==> src/rtl/m_fetch.sv <==
// m_fetch: instruction-fetch stage owning the PC, one outstanding imem
// request and a 2-entry {inst, pc} queue feeding the execute stage.
module m_fetch #(
    parameter logic [31:0] RESET_PC = 32'h0,
    parameter int          IMEM_AW  = 6
) (
    input  logic               w_clk,
    input  logic               w_rst,
    output logic               w_imem_en,
    output logic [IMEM_AW-1:0] w_imem_addr,
    input  logic [31:0]        w_imem_data,
    input  logic               w_redirect,
    input  logic [31:0]        w_redirect_pc,
    output logic               w_out_valid,
    input  logic               w_out_ready,
    output logic [31:0]        w_out_inst,
    output logic [31:0]        w_out_pc
);
    typedef enum logic {S_BOOT, S_RUN} state_t;

    state_t      r_state;
    logic [31:0] r_pc;
    logic        r_inflight;
    logic [31:0] r_inflight_pc;
    logic [31:0] r_q_inst [2];
    logic [31:0] r_q_pc   [2];
    logic        r_head;
    logic [1:0]  r_count;

    logic        pop;
    logic        push;
    logic        issue;
    logic        wr_idx;
    logic [1:0]  occ;

    assign pop    = w_out_valid & w_out_ready;
    assign push   = r_inflight;
    assign wr_idx = r_head ^ r_count[0];

    // Occupancy the queue will have after this cycle's pop, counting
    // the word still on its way back from imem.
    assign occ = r_count + {1'b0, r_inflight} - {1'b0, pop};

    assign issue = !w_rst && !w_redirect
                && (r_state == S_RUN) && (occ < 2'd2);

    assign w_imem_en   = issue;
    assign w_imem_addr = r_pc[IMEM_AW+1:2];

    assign w_out_valid = !w_rst && (r_count != 2'd0);
    assign w_out_inst  = w_rst ? 32'h0 : r_q_inst[r_head];
    assign w_out_pc    = w_rst ? 32'h0 : r_q_pc[r_head];

    always_ff @(posedge w_clk) begin
        if (w_rst) begin
            r_state       <= S_BOOT;
            r_pc          <= RESET_PC & 32'hFFFF_FFFC;
            r_inflight    <= 1'b0;
            r_inflight_pc <= 32'h0;
            r_head        <= 1'b0;
            r_count       <= 2'd0;
            r_q_inst[0]   <= 32'h0;
            r_q_inst[1]   <= 32'h0;
            r_q_pc[0]     <= 32'h0;
            r_q_pc[1]     <= 32'h0;
        end else if (w_redirect) begin
            r_state    <= S_RUN;
            r_pc       <= w_redirect_pc & 32'hFFFF_FFFC;
            r_inflight <= 1'b0;
            r_count    <= 2'd0;
        end else begin
            r_state    <= S_RUN;
            r_inflight <= issue;
            if (issue) begin
                r_inflight_pc <= r_pc;
                r_pc          <= r_pc + 32'd4;
            end
            if (push) begin
                r_q_inst[wr_idx] <= w_imem_data;
                r_q_pc[wr_idx]   <= r_inflight_pc;
            end
            if (pop) begin
                r_head <= ~r_head;
            end
            r_count <= r_count + {1'b0, push} - {1'b0, pop};
        end
    end

endmodule

==> config.mk <==
export PLATFORM = sky130hd
export DESIGN_NAME = m_fetch
export DESIGN_NICKNAME = d
export VERILOG_FILES = /design/src/rtl/m_fetch.sv
export SDC_FILE = /design/constraint.sdc
export NUM_CORES = 1
export LEC_CHECK = 0
export ABC_AREA = 1
export ABC_CLOCK_PERIOD_IN_PS = 7500
export CAP_MARGIN = 30
export CORE_MARGIN = 4
export CORE_UTILIZATION = 40
export CTS_CLUSTER_SIZE = 25
export DETAILED_ROUTE_END_ITERATION = 16
export SLEW_MARGIN = 20
export SYNTH_ARGS = -nofsm -noshare
export SYNTH_HDL_FRONTEND = slang
export SYNTH_SLANG_ARGS = --single-unit
export TNS_END_PERCENT = 50
==> constraint.sdc <==
create_clock -name w_clk -period 7.5 [get_ports w_clk]
set_clock_uncertainty 0.1 [all_clocks]
set_input_delay 1.125 -clock w_clk [delete_from_list [all_inputs] [get_ports w_clk]]
set_output_delay 1.125 -clock w_clk [all_outputs]
set_load 0.01 [all_outputs]
==> results.md <==
* Critical path's slowest cell: clkdlybuf4s50_1
* Place WS at 2027 ps
* Final ANT Viol Nets at 0
* Vias in the first global route at 6,508
* CTS Buf Count at 17
* Synth top area share at 41.77%
* R2R Setup Slk at 4620 ps
* Core Area at 21,890 um^2
* Layout net count at 1,243
* Worst path bufs/invs at 5
* Measured slew at the worst slew-check pin at 818.2 ps
* Synth top cells by count: 289 x nor2_1, 139 x nand2_1, 124 x edfxtp_1, 120 x inv_1, 87 x o21ai_0
* Fin worst setup slack at 2063 ps
* Pins Over Slew Limit at 0
* Netlist Area Pre-Place at 8915 um^2
* Syn. warnings at 0
* Max-cap viol count at 0
* Post-synth EDFFs at 124
* Post-synth cell types at 29
* DR WL/cell at 13.93 um
* CP required at 6270 ps
* VDD IR max at 0.1128 mV
* Min Clock Period, post-route at 5437 ps
* Fraction of layout cells with a size suffix above 1 at 5.992%
* Final Power at 2.242 mW
* Most numerous cell in the Yosys netlist: nor2_1
* Post-cts sizing count at 0
* Synth Flop Type: edfxtp_1
* Post-synthesis sequential area ratio at 56.59%
* Pleak at 4.365 nW
* WS Path Type: in -> out
* FP Rows at 54
* Critical path cell sequence: clkdlybuf4s50_1, buf_4, nor3b_1, ha_1, inv_1, ha_1, nand3_1, nand3_4, inv_2, clkdlybuf4s50_1
* Grt total ovfl at 0
* FF+latch count, synth at 190
* Die Ht at 157.3 um
* Status: complete, no violations
* Gr usage total at 16.72%
* Critical Path AT at 4210 ps
* IO buf count at 135
* Drt total wl at 20,410 um
* Initial DRC Count at 425
* Via/cell ratio at 4.719
* Largest cells by area after synthesis: edfxtp_1 42%, dfxtp_1 15%, nor2_1 12%, nand2_1 5.9%, inv_1 5.1%
* Hold Fails Final Rpt at 0
* Instance count of the mapped netlist at 1,069
* Setup TNS at 0 ps
* Unrepaired setup endpoints after global routing: no
* Clk root buf: clkbuf_16
* Slew headroom at 45.39%
* Cell type with the largest total area after synthesis: edfxtp_1
* CTS tree: yes
* # DRC at 0
* Die Span X at 157.3 um
* Layout Cells excl Fill at 1,465
* Via count at 6,913
* Final hold slack at 368.9 ps
* Bufs on Longest Clock Path at 2
* Ant diodes at 0
* Max Fclk at 183.9 MHz
* Cell Pwr Density at 203.6 nW/um^2
* Number of placed I/O pins at 140
* DP HPWL at 13,170 um
* Clk slew on worst S/H paths at 60 ps
* Largest net degree at the start of global routing at 64
* Ys async rst share at 0%
* HP Class: reg -> reg
* Setup repair bufs after CTS at 0
* Crit share post-route at 72.49%
* Avg Synthesized Cell Area at 8.339 um^2
* Max stage delay on crit path at 630 ps
* Initial antenna violation count at 0
* Worst-skew pair later-pin latency at 420 ps
* Post-CTS Hold Fix Bufs at 0
* Startpoint types: input pin
* Clock sink count at 190
* Finish-stage setup viols at 0
* First drt pass iteration count at 6
* Placed cells at 1,433
* Die area at 24,740 um^2
* CP endpoint kind: output pin
* Crit-path max FO at 38
* Area delta synth->final at 23.48%
* Starting density of the core at 40.72%
* CTS H-tree lvls at 4
* First-pass GRT wire length at 33,030 um
* Family with the most delay on the worst path: buffers and inverters
* Routability cong. at 0.8531
-- layout make-up --
| type | count | area [um^2] |
|---|---|---|
| flip-flops and latches | 190 | 5046 |
| well taps | 280 | 350.3 |
| repair buffers | 146 | 1446 |
| multi-input cells | 690 | 3117 |
| inverters | 127 | 476.7 |
| fillers | 2089 | 10880 |
| clock inverters | 14 | 142.6 |
| clock buffers | 18 | 429.2 |
-- cells by family after synthesis --
logic type	Yosys count	share of synthesized area [%]
buffers and inverters	190	8.603
adders and majority gates	3	0.4211
DFF	190	56.59
AOI/OAI and AO/OA	144	8.168
other	1	0.04206
xor gates and xnor gates	9	0.8841
and+or+nand+nor	532	25.29
-- metrics by stage --
step           util [%]  cell area (um^2)
6_report          50.29             11010
5_1_grt           50.29             11010
2_1_floorplan         -              8919
3_5_place_dp      47.67             10440
3_3_place_gp      47.58             10420
4_1_cts           50.29             11010
-- path summary, 6_finish.rpt --
kind                                        from                to  cells after the start
worst max-delay path                       w_rst         w_imem_en                     10
worst min-delay path            r_inflight_pc[2]  r_inflight_pc[2]                      2
worst max register to register        r_count[0]    r_q_inst[1][0]                      5
worst min register to register  r_inflight_pc[2]  r_inflight_pc[2]                      2
-- flip-flops by register name (all words and copies together) (netlist names), named ones only --
register,flops
r_head,1
push,1
r_count,2
r_q_inst,64
r_state,1
r_pc,30
r_inflight_pc,30
r_q_pc,60
-- cells in the final DEF, fill, tap and decap left out, drive strengths merged, types with 4 or more instances in the layout --
cell           synthesis  layout
o21ai                101     101
nor2                 302     302
dfxtp                 66      66
buf                   21      11
edfxtp               124     124
xor2                   4       4
clkinv                 1       7
nand3                 78      78
clkbuf                42      18
inv                  126     129
a21oi                 40      40
xnor2                  5       5
clkdlybuf4s50          0     135
nand2                146     146
-- report_power, final --
group | internal (mW) | leakage [nW] | switching [mW] | total (mW)
clock network | 0.491 | 0.269 | 0.385 | 0.876
logic | 0.0861 | 2.27 | 0.105 | 0.191
registers | 1.15 | 1.83 | 0.0221 | 1.18
total | 1.73 | 4.36 | 0.512 | 2.24
-- worst reg2reg max path, stage by stage, from the launching register on --
cell and delay [ps]:
dfxtp_1 340, xnor2_1 210, nand3b_1 140, buf_4 580
nand2_2 710, buf_4 500
-- per-layer routing --
layer,routed length [um],share of wire [%],track usage (%),vias to the layer above
met2,9575,47,27.91,175
li1,-,-,-,3616
met5,0,0,0,-
met1,9493,47,22.59,3107
met3,1163,5.7,3.602,15
met4,176,0.86,3.564,0
Note: power is estimated with default switching activity, not from simulation.
